$ cat src/rtl/dramstore_fifo_bank.sv
// Four independent first-word-fall-through FIFOs that hold DRAM store-row entries.
// Each entry's address is base + row*ROW_BYTES, computed in the write cycle.
package types_pkg;
    localparam int WORD_W       = 32;
    localparam int BITS_PER_ROW = 64;
    localparam int MAT_S_W      = 2;
    localparam int ROW_S_W      = 3;
    localparam int ENTRY_W      = WORD_W + BITS_PER_ROW + MAT_S_W + ROW_S_W;
    localparam int ROW_BYTES    = BITS_PER_ROW / 8;
endpackage

module dramstore_fifo_bank
    import types_pkg::*;
#(
    parameter int DEPTH = 4
) (
    input  logic                    CLK,
    input  logic                    nRST,
    input  logic                    wen,
    input  logic [MAT_S_W-1:0]      w_mat_s,
    input  logic [ROW_S_W-1:0]      w_row_s,
    input  logic [WORD_W-1:0]       w_base_addr,
    input  logic [BITS_PER_ROW-1:0] w_data,
    output logic                    w_ready,
    input  logic                    dramFIFO0_REN,
    input  logic                    dramFIFO1_REN,
    input  logic                    dramFIFO2_REN,
    input  logic                    dramFIFO3_REN,
    output logic                    dramFIFO0_empty,
    output logic                    dramFIFO1_empty,
    output logic                    dramFIFO2_empty,
    output logic                    dramFIFO3_empty,
    output logic [ENTRY_W-1:0]      dramFIFO0_rdata,
    output logic [ENTRY_W-1:0]      dramFIFO1_rdata,
    output logic [ENTRY_W-1:0]      dramFIFO2_rdata,
    output logic [ENTRY_W-1:0]      dramFIFO3_rdata,
    output logic                    dramFIFO0_full,
    output logic                    dramFIFO1_full,
    output logic                    dramFIFO2_full,
    output logic                    dramFIFO3_full,
    output logic                    overflow,
    output logic                    underflow
);

    localparam int PW = $clog2(DEPTH);
    localparam int CW = PW + 1;
    localparam logic [CW-1:0] DEPTH_C = CW'(DEPTH);

    logic [ENTRY_W-1:0] mem_q [4][DEPTH];
    logic [PW-1:0]      wr_ptr_q [4];
    logic [PW-1:0]      wr_ptr_d [4];
    logic [PW-1:0]      rd_ptr_q [4];
    logic [PW-1:0]      rd_ptr_d [4];
    logic [CW-1:0]      cnt_q [4];
    logic [CW-1:0]      cnt_d [4];
    logic               ovf_q, ovf_d;
    logic               udf_q, udf_d;

    logic [3:0]         ren_s, empty_s, full_s, push_s, pop_s;
    logic [1:0]         tgt_s;
    logic [WORD_W-1:0]  addr_s;
    logic [ENTRY_W-1:0] entry_s;
    logic [ENTRY_W-1:0] rdata_s [4];

    assign ren_s   = {dramFIFO3_REN, dramFIFO2_REN, dramFIFO1_REN, dramFIFO0_REN};
    assign tgt_s   = w_mat_s[1:0];
    assign addr_s  = w_base_addr + (WORD_W'(w_row_s) * WORD_W'(ROW_BYTES));
    assign entry_s = {addr_s, w_data, w_mat_s, w_row_s};
    assign w_ready = ~full_s[tgt_s];

    // Per-FIFO status, push/pop qualification and next pointer/count state.
    always_comb begin
        empty_s = 4'b0000;
        full_s  = 4'b0000;
        push_s  = 4'b0000;
        pop_s   = 4'b0000;
        for (int i = 0; i < 4; i++) begin
            empty_s[i]  = (cnt_q[i] == '0);
            full_s[i]   = (cnt_q[i] == DEPTH_C);
            push_s[i]   = wen & (tgt_s == 2'(i)) & ~full_s[i];
            pop_s[i]    = ren_s[i] & ~empty_s[i];
            wr_ptr_d[i] = push_s[i] ? (wr_ptr_q[i] + PW'(1)) : wr_ptr_q[i];
            rd_ptr_d[i] = pop_s[i]  ? (rd_ptr_q[i] + PW'(1)) : rd_ptr_q[i];
            cnt_d[i]    = cnt_q[i] + CW'(push_s[i]) - CW'(pop_s[i]);
            rdata_s[i]  = empty_s[i] ? '0 : mem_q[i][rd_ptr_q[i]];
        end
        ovf_d = ovf_q | (wen & full_s[tgt_s]);
        udf_d = udf_q | (|(ren_s & empty_s));
    end

    // Pointer, count and sticky error flag registers.
    always_ff @(posedge CLK) begin
        if (!nRST) begin
            for (int i = 0; i < 4; i++) begin
                wr_ptr_q[i] <= '0;
                rd_ptr_q[i] <= '0;
                cnt_q[i]    <= '0;
            end
            ovf_q <= 1'b0;
            udf_q <= 1'b0;
        end else begin
            for (int i = 0; i < 4; i++) begin
                wr_ptr_q[i] <= wr_ptr_d[i];
                rd_ptr_q[i] <= rd_ptr_d[i];
                cnt_q[i]    <= cnt_d[i];
            end
            ovf_q <= ovf_d;
            udf_q <= udf_d;
        end
    end

    // Entry storage; left unreset because empty masks stale contents.
    always_ff @(posedge CLK) begin
        for (int i = 0; i < 4; i++) begin
            if (nRST && push_s[i]) begin
                mem_q[i][wr_ptr_q[i]] <= entry_s;
            end
        end
    end

    assign dramFIFO0_empty = empty_s[0];
    assign dramFIFO1_empty = empty_s[1];
    assign dramFIFO2_empty = empty_s[2];
    assign dramFIFO3_empty = empty_s[3];
    assign dramFIFO0_full  = full_s[0];
    assign dramFIFO1_full  = full_s[1];
    assign dramFIFO2_full  = full_s[2];
    assign dramFIFO3_full  = full_s[3];
    assign dramFIFO0_rdata = rdata_s[0];
    assign dramFIFO1_rdata = rdata_s[1];
    assign dramFIFO2_rdata = rdata_s[2];
    assign dramFIFO3_rdata = rdata_s[3];
    assign overflow        = ovf_q;
    assign underflow       = udf_q;

endmodule

$ cat config.mk
export PLATFORM = sky130hd
export DESIGN_NAME = dramstore_fifo_bank
export DESIGN_NICKNAME = d
export VERILOG_FILES = /design/src/rtl/dramstore_fifo_bank.sv
export SDC_FILE = /design/constraint.sdc
export NUM_CORES = 1
export LEC_CHECK = 0
export CORE_MARGIN = 5
export CORE_UTILIZATION = 40
export CTS_CLUSTER_DIAMETER = 150
export DETAILED_ROUTE_END_ITERATION = 8
export PLACE_DENSITY = 0.7
export SETUP_SLACK_MARGIN = 0.02
export SLEW_MARGIN = 10
export SYNTH_ARGS = -nofsm -noshare
export SYNTH_HDL_FRONTEND = slang
export SYNTH_SLANG_ARGS = --single-unit
$ cat constraint.sdc
create_clock -name CLK -period 4.7 [get_ports CLK]
set_input_delay 1.175 -clock CLK [delete_from_list [all_inputs] [get_ports CLK]]
set_output_delay 1.175 -clock CLK [all_outputs]
set_load 0.01 [all_outputs]
=== Yosys cells after proc, flatten, opt, wreduce, memory -nomap -nowiden ===
Memory sizes are Yosys's and may differ from the RTL's.
Index checks and enable logic that the tools add are counted.

* Bits in registers: 2
* RAM bits: 1,644
* Input bits: 108
* Output and inout port bits: 415
* Memories kept: 4

{| class="wikitable"
|+ Memories
! name !! depth !! bits a word !! read ports !! clocked after memory_dff !! write ports !! RTL line !! RTL
|-
| mem_q || 4 || 404 || 4 || 0 || 1 || 49 || <nowiki>logic [ENTRY_W-1:0] mem_q [4][DEPTH];</nowiki>
|-
| cnt_q || 4 || 3 || 4 || 0 || 4 || 54 || <nowiki>logic [CW-1:0] cnt_q [4];</nowiki>
|-
| rd_ptr_q || 4 || 2 || 4 || 0 || 4 || 52 || <nowiki>logic [PW-1:0] rd_ptr_q [4];</nowiki>
|-
| wr_ptr_q || 4 || 2 || 4 || 0 || 4 || 50 || <nowiki>logic [PW-1:0] wr_ptr_q [4];</nowiki>
|}

* Add/sub/neg operators: 17
* $lt $le $gt $ge: 13
* Eq/ne operators: 7
* Muxes and demuxes: 65
* Bitwise operators: 45
* Reductions and logical operators: 17

{| class="wikitable"
|+ Operator list
! operator !! number
|-
| $mux 404 || 10
|-
| $mux 101 || 16
|-
| $reduce_or 404->1 || 3
|-
| $bmux 101 s2 || 4
|-
| $demux 101 s2 || 4
|-
| $mux 2 || 19
|-
| $add 32x6->32 || 1
|-
| $ge 3x3->1 const B || 8
|-
| $not 2->3 || 8
|-
| $add 2x1->2 const B || 8
|-
| $or 1x1->1 || 14
|-
| $and 1x1->1 || 13
|-
| $add 3x1->3 || 4
|-
| $eq 3x3->1 const B || 4
|-
| $logic_not 3->1 || 4
|-
| $lt 3x1->1 const B || 4
|-
| $mux 3 || 4
|-
| $sub 3x1->3 || 4
|-
| $not 1->1 || 9
|-
| $logic_and 1x1->1 || 8
|-
| $mux 1 || 7
|-
| $and 4x4->4 || 1
|-
| $eq 2x2->1 const B || 2
|-
| $reduce_or 4->1 || 1
|-
| other kinds (4) || 4
|}

=== Logic depth before layout (Yosys ltp) ===
Gate-level depths: netlist of run 1.

* Depth after elaboration: 10
* Mapped depth: 10
* Mapped depth without buffers: 10

=== Least setup slack after synthesis of run 1 ===
Ideal clock, no wire load.

* Kind: input-to-reg
* Start: in w_mat_s[0]
* End: mem mem_q[2][0] (netlist bit), enable pin
* Data arrival time: 4,095 ps
* Required time: 4,228 ps
* Slack: 133 ps
* Stages on the path: 3
* Path buffers: 1
* Path through: nor4bb_1 clkbuf_1 and3_1

* Word-level cells in the longest chain between the ends: 10
* Elaborated cells on any way between the ends: 33
* Classes of those cells: 3 x eq/ne; 14 x mux; 8 x bitwise; 8 x reduce/logical

{| class="wikitable"
|+ Ends and longest elaborated chain
! element !! RTL line !! RTL
|-
| start: declaration || 20 || <nowiki>input logic [MAT_S_W-1:0] w_mat_s,</nowiki>
|-
| $eq 2x1->1 || 80 || <nowiki>push_s[i] = wen & (tgt_s == 2'(i)) & ~full_s[i];</nowiki>
|-
| $and 1x1->1 (2 in series) || 80 ||
|-
| $logic_and 1x1->1 || 115 || <nowiki>if (nRST && push_s[i]) begin</nowiki>
|-
| $mux 1 || 115 ||
|-
| $mux 404 (implied by the code) || 116 || <nowiki>mem_q[i][wr_ptr_q[i]] <= entry_s;</nowiki>
|-
| $reduce_or 404->1 (no line) || - ||
|-
| $mux 2 (no line) / $mux 404 (equally long branches) (3 in series) || - ||
|-
| end: declaration || 49 ||
|}

Several ways; a longest one is shown, not always the timed one.

==> key figures, run 1 <==
Outcome
  – Status: completed

Critical path
  – Worst Path Arrival: ~3.3 ns
  – Startpoint types: flop
  – Worst-path maximum fanout: 21
  – Crit. End Element: primary output
  – Reg2reg start: cnt_q[1][1]$_SDFF_PN0_
  – Worst Setup SP: rd_ptr_q[1][0]$_SDFFE_PN0P_
  – Setup Crit Path Kind: reg -> out
  – Req. time, crit path: between 3 and 4 ns

Clock network
  – Num CTS Buffers: 166
  – Clock sinks: around 1600
  – Clock Latency Late Sink: ~0.8 ns
  – H-Tree Depth: 4
  – Root buf cell: clkbuf_16
  – Number of setup buffers added after CTS: 0
  – Deepest clock path buffer count: 3
  – CTS tree: yes
  – Post-cts sizing count: 0
  – Worst-path clk slew: 0.06 ns
  – CTS Hold Bufs: 0

Pwr
  – Pwr Total: roughly 42 mW
  – Worst VDD drop: between 0.0005 and 0.0006 V
  – PD cells: 542 nW/um2
  – Static leakage: roughly 24 nW

Yosys
  – Share of the synthesized area in the top cell type: 0.769
  – Synth cell types: 39
  – Flops & latches, synth: 1646
  – Ranking of synthesized cells by area: edfxtp_1 77%, mux4_2 14%, nor2b_1 4.2%
  – Mean post-synth cell area: 22.4 um2
  – Synthesized net count: roughly 3000
  – Largest area contributor in the netlist: edfxtp_1
  – Synthesized area: 63100 um2
  – Synth warnings: 0
  – Seq/Total Area, Yosys: 0.778
  – Mapped Cells: 2823

Timing
  – Max-slew headroom: 0.176
  – Peak Freq: between 0.2 and 0.25 GHz
  – Final-report max-slew violation count: 0
  – Setup Viol. Count Final: 0
  – Actual slew at the worst max-slew pin: approximately 1.2 ns
  – Period utilization: 0.945
  – Final Hold Viols: 0
  – Worst hold slack: 0.509 ns
  – Fin crit period: roughly 4.4 ns
  – RSZ-0062 raised after global routing: false
  – Clk_skew: ~0.030 ns

Drt
  – Drt via density: roughly 5.4
  – Highest routed layer: met4
  – DR WL/cell: 28.9 um
  – M1 WL: around 66000 um
  – Initial DRC Count: between 2000 and 3000
  – Routed WL: about 160000 um
  – First-pass DRT Iterations: 5
  – Via count: roughly 31000
  – Met2 wire length: roughly 83000 um
  – WL met3: 10500 um
  – # DRC: 0
  – Post-DRT Antenna Nets: 0

Min path
  – Hold Crit Start: overflow$_SDFF_PN0_
  – Worst Hold Class: reg -> reg

Floorplanning
  – Die area: around 170000 um2
  – Chip Height: just over 400 um
  – Chip width: about 400 um
  – Core area: 157000 um2
  – FP Rows: 145
  – Initial Utilization: 0.403
  – I/O pin count: approximately 520

Global routing
  – GR Util All Layers: 0.196
  – Total gr overflow: 0
  – Pin count of the biggest net entering global routing: about 110
  – Number of global-route vias before repair: around 32000
  – First-pass GRT wire length: 235000 um
  – Initial antenna violation count: 8

Layout
  – Post-layout util: 0.496
  – Fill cells: approximately 12000
  – Area delta synth->final: 23.0%
  – Share of cells above drive strength 1: 0.221
  – Most frequent cells in the layout: 1616 x edfxtp_1, 522 x clkdlybuf4s50_1, 421 x nor2b_1
  – Commonest non-fill, non-tap cell in the layout: edfxtp_1
  – Final nets: 3629

Job
  – Max Cap Viol: 0

Placed design
  – DPL Wire Length: between 100000 and 150000 um
  – # port buffers: 522
  – Routability cong.: between 0.7 and 0.8
-- where the power goes --
part | switching [mW] | total (mW) | internal, mW
Combinational | 6.17 | 12.3 | 6.16
Sequential | 0.311 | 16.7 | 16.4
Clock | 5.57 | 13.0 | 7.47
Total | 12.0 | 42.1 | 30.0
-- worst max-delay path: stages, from the launching register on --
cell	delay, ns
dfxtp_4	0.75
buf_4	0.42
mux4_2	0.61
nor2b_1	0.16
clkdlybuf4s50_1	0.51
-- cell usage after synthesis (all sizes together) --
library cell and instances:
edfxtp 1616, and4 2, fa 5, a2111oi 1, and2 20, nor2b 421, a222oi 1, mux4 405
xnor2 42, a21o 1, clkbuf 87, nand3 8, xor2 5, nor2 3, nor4b 1, buf 56
ha 27, nor3b 4, and3 21, a21boi 1, nand2 14, nand2b 1, nor3 6, clkinv 1
mux2i 4, nor4 1, dfxtp 30, a21oi 3, nand4 8, inv 27, nor4bb 1
-- cell type report --
| type | count | area, um2 | area share |
|---|---|---|---|
| sequential | 1646 | 49200 | 0.633 |
| multi-input combinational | 1006 | 13400 | 0.173 |
| timing repair buffer | 641 | 6990 | 0.0901 |
| clock buffer | 212 | 4380 | 0.0564 |
| tap | 2058 | 2570 | 0.0332 |
| clock inverter | 87 | 968 | 0.0125 |
| inverter | 28 | 105 | 0.00135 |
| antenna | 5 | 12.5 | 0.000161 |
-- kinds of logic after synthesis --
family,count (synthesis),synth area share
buffers and inverters,171,0.0112
muxes,409,0.145
and+or+nand+nor,511,0.0510
AOI/OAI and AO/OA,7,0.00107
adders and majority gates,32,0.00694
xor gates and xnor gates,47,0.00652
DFF,1646,0.778
-- path summary, 6_finish.rpt --
path                                  to  slack, ns  cells past startpoint
setup / recovery      dramFIFO1_rdata[1]       0.26                      4
hold / removal       overflow$_SDFF_PN0_       0.51                      2
setup reg to reg  cnt_q[1][2]$_SDFF_PN0_       1.67                     11
hold reg to reg      overflow$_SDFF_PN0_       0.51                      2
-- through the flow --
step           instance area (um2)  setup TNS (ns)  setup WS [ns]  instances
2_1_floorplan                63100               0          0.133       2823
3_3_place_gp                 72200          -23.80         -0.274       5379
3_5_place_dp                 72200          -32.26         -0.442       5379
4_1_cts                      77600               0          0.113       5678
5_1_grt                      77600               0         0.0806       5679
6_report                     77600               0          0.258       5683
-- layer usage --
metal	GRT usage	vias up
met3	0.0389	246
met1	0.258	16500
met4	0.0593	0
met5	0	-
met2	0.333	1179
li1	-	12800
-- sequential cells by signal, indices dropped and copies added (netlist names) --
register	flops
rd_ptr_q	8
overflow	1
mem_q	1616
underflow	1
cnt_q	12
wr_ptr_q	8
(Power assumes the default switching activity.)
==> run 2: changes to the inputs <==
--- a/config.mk
+++ b/config.mk
@@ -9,7 +9,7 @@
 export CORE_UTILIZATION = 40
 export CTS_CLUSTER_DIAMETER = 150
 export DETAILED_ROUTE_END_ITERATION = 8
-export PLACE_DENSITY = 0.7
+export PLACE_DENSITY = 0.68
 export SETUP_SLACK_MARGIN = 0.02
 export SLEW_MARGIN = 10
 export SYNTH_ARGS = -nofsm -noshare
==> constraint.sdc (replaced) <==
create_clock -name CLK -period 5.2 [get_ports CLK]
set_input_delay 1.3 -clock CLK [delete_from_list [all_inputs] [get_ports CLK]]
set_output_delay 1.3 -clock CLK [all_outputs]
set_load 0.01 [all_outputs]
==> run 2 against run 1 <==
Non-clock buffer count up 1. Count of clock-buffer cells in the layout down 4. Worst hold slack better by 0.00074 ns. Clock skew down 0.0085 ns. Die area unchanged. Sequential power down 9%. First-iteration DRC count down 1.9%. Final cell count up 0.16%. Wire length down 2.6%. Sequential share of layout area about the same. Critical endpoint is now dramFIFO3_rdata[100]. Largest cell class unchanged.
==> key figures, run 2 (synthesized netlist as in run 1, its figures left out) <==
Timing
  – Peak Freq: 0.211 GHz
  – Max-slew headroom: 0.169
  – Actual slew at the worst max-slew pin: 1.24 ns
  – Setup Viol. Count Final: 0
  – Setup total negative slack: 0 ns
  – Final Hold Viols: 0
  – Period utilization: 0.912
  – RSZ-0062 raised after global routing: false
  – Fin crit period: about 4.7 ns
  – Clk_skew: 0.0212 ns
  – Final-report max-slew violation count: 0

Global routing
  – Pin count of the biggest net entering global routing: 65
  – First-pass GRT wire length: around 230000 um
  – Met2 Resource Use GR: 0.312
  – GRT busiest layer: met2
  – Number of global-route vias before repair: between 30000 and 40000
  – Total gr overflow: 0
  – GR Util All Layers: 0.191
  – Met1 usage: 0.264
  – Initial antenna violation count: 12
  – GR Layer Usage met3: 0.0457

Drt
  – DR WL/cell: about 28 um
  – First-pass DRT Iterations: 7
  – Routed WL: around 160000 um
  – Post-DRT Antenna Nets: 0
  – Drt via density: about 5.4
  – Via count: 30700
  – # DRC: 0
  – Initial DRC Count: around 2700

Layout
  – Area delta synth->final: 23.0%
  – Fill cells: between 10000 and 15000
  – Number of flip-flops in the largest register: about 1600
  – Share of cells above drive strength 1: 0.220
  – Register Area: about 49000 um2
  – Final nets: 3631
  – Final Instance Area: between 70000 and 80000 um2
  – Area of the multi-input gates: roughly 13000 um2
  – Most frequent cells in the layout: 1616 x edfxtp_1, 522 x clkdlybuf4s50_1, 421 x nor2b_1
  – Commonest non-fill, non-tap cell in the layout: edfxtp_1

Critical path
  – Req. time, crit path: 3.90 ns
  – Worst Path Arrival: 3.44 ns
  – Worst-path maximum fanout: 29
  – Startpoint types: flop
  – Crit. End Element: primary output
  – Setup Crit Path Kind: reg -> out

Clock network
  – Post-cts sizing count: 0
  – Num CTS Buffers: 167
  – Worst-path clk slew: around 0.06 ns
  – H-Tree Depth: 4
  – CTS tree: yes
  – CTS Hold Bufs: 0
  – Number of setup buffers added after CTS: 0
  – Deepest clock path buffer count: 3
  – Root buf cell: clkbuf_16
  – Clock Latency Late Sink: approximately 0.79 ns
  – Clock sinks: 1646

Pwr
  – Worst VDD drop: approximately 0.00035 V
  – Int Pwr: ~27 mW
  – Register share of total power: 0.400
  – PD cells: around 490 nW/um2
  – Clk pwr share: 0.312
  – Sw frac: 0.285
  – Switching pwr: 10.8 mW
  – Comb pwr share: 0.288
  – Static leakage: between 20 and 25 nW

Floorplanning
  – Core area: 157000 um2
  – Die area: between 150000 and 200000 um2
  – FP Rows: 145
  – Chip width: a little over 400 um
  – Chip Height: a little over 400 um
  – Initial Utilization: 0.403
  – I/O pin count: 523

Min path
  – Worst Hold Class: reg -> reg

Placed design
  – DPL Wire Length: 102000 um
  – Placed inst area: about 72000 um2
  – # port buffers: 522
  – Routability cong.: slightly below 0.8

Outcome
  – Status: completed

Job
  – Max Cap Viol: 0
[run 2: cell types whose count changed in the layout (fill, tap and decap cells not counted), sizes merged]
cell and change:
clkinv +12, clkinvlp -2, diode +1, bufinv +1
clkbuf -4, buf +1
[run 2: critical path, cell delays in order (launching register included)]
cell and delay (ns):
dfxtp_4 0.92, buf_12 0.33, mux4_2 0.27, nor2b_1 0.47
clkdlybuf4s50_1 0.66
[run 2: through the flow]
| stage | worst slack [ns] | hold WS [ns] | cells | util | power, mW |
|---|---|---|---|---|---|
| floorplan | 0.508 | 0.524 | 2823 | - | 20.7 |
| global placement | 0.246 | 0.480 | 5380 | 0.461 | 26.7 |
| detailed placement | 0.130 | 0.490 | 5380 | 0.461 | 26.7 |
| CTS | 0.327 | 0.506 | 5686 | 0.496 | 38.7 |
| global route | 0.270 | 0.527 | 5687 | 0.496 | 39.6 |
| finish | 0.457 | 0.510 | 5692 | 0.496 | 38.1 |
[run 2: final timing paths]
check,startpoint,end,slack [ns],cells after the start
hold reg to reg,overflow$_SDFF_PN0_,overflow$_SDFF_PN0_,0.51,2
setup reg to reg,cnt_q[1][1]$_SDFF_PN0_,cnt_q[1][2]$_SDFF_PN0_,2.31,11
hold / removal,overflow$_SDFF_PN0_,overflow$_SDFF_PN0_,0.51,2
setup / recovery,rd_ptr_q[3][0]$_SDFFE_PN0P_,dramFIFO3_rdata[100],0.46,4
[run 2: layout make-up]
type	count	share of cell area
Sequential cell	1646	0.633
Multi-Input combinational cell	1006	0.173
Timing Repair Buffer	642	0.0894
Clock buffer	208	0.0566
Tap cell	2058	0.0332
Clock inverter	98	0.0133
Inverter	28	0.00135
Antenna cell	6	0.000193
[run 2: layer usage]
| layer | share of wire | wire [um] | vias to the layer above |
|---|---|---|---|
| met3 | 0.081 | 12900 | 194 |
| met1 | 0.41 | 65500 | 16400 |
| met4 | 0.019 | 3110 | 6 |
| met2 | 0.49 | 78200 | 1277 |
| li1 | - | - | 12800 |
| met5 | 0.00029 | 46 | - |
[run 2: power groups by stage]
stage                     combinational [mW]  clock, mW  sequential (mW)
after floorplan                         5.54          0             15.1
after global placement                  11.2          0             15.5
after detailed placement                11.2          0             15.5
after CTS                               11.2       12.2             15.3
after global routing                    11.7       12.7             15.3
final                                   11.0       11.9             15.2
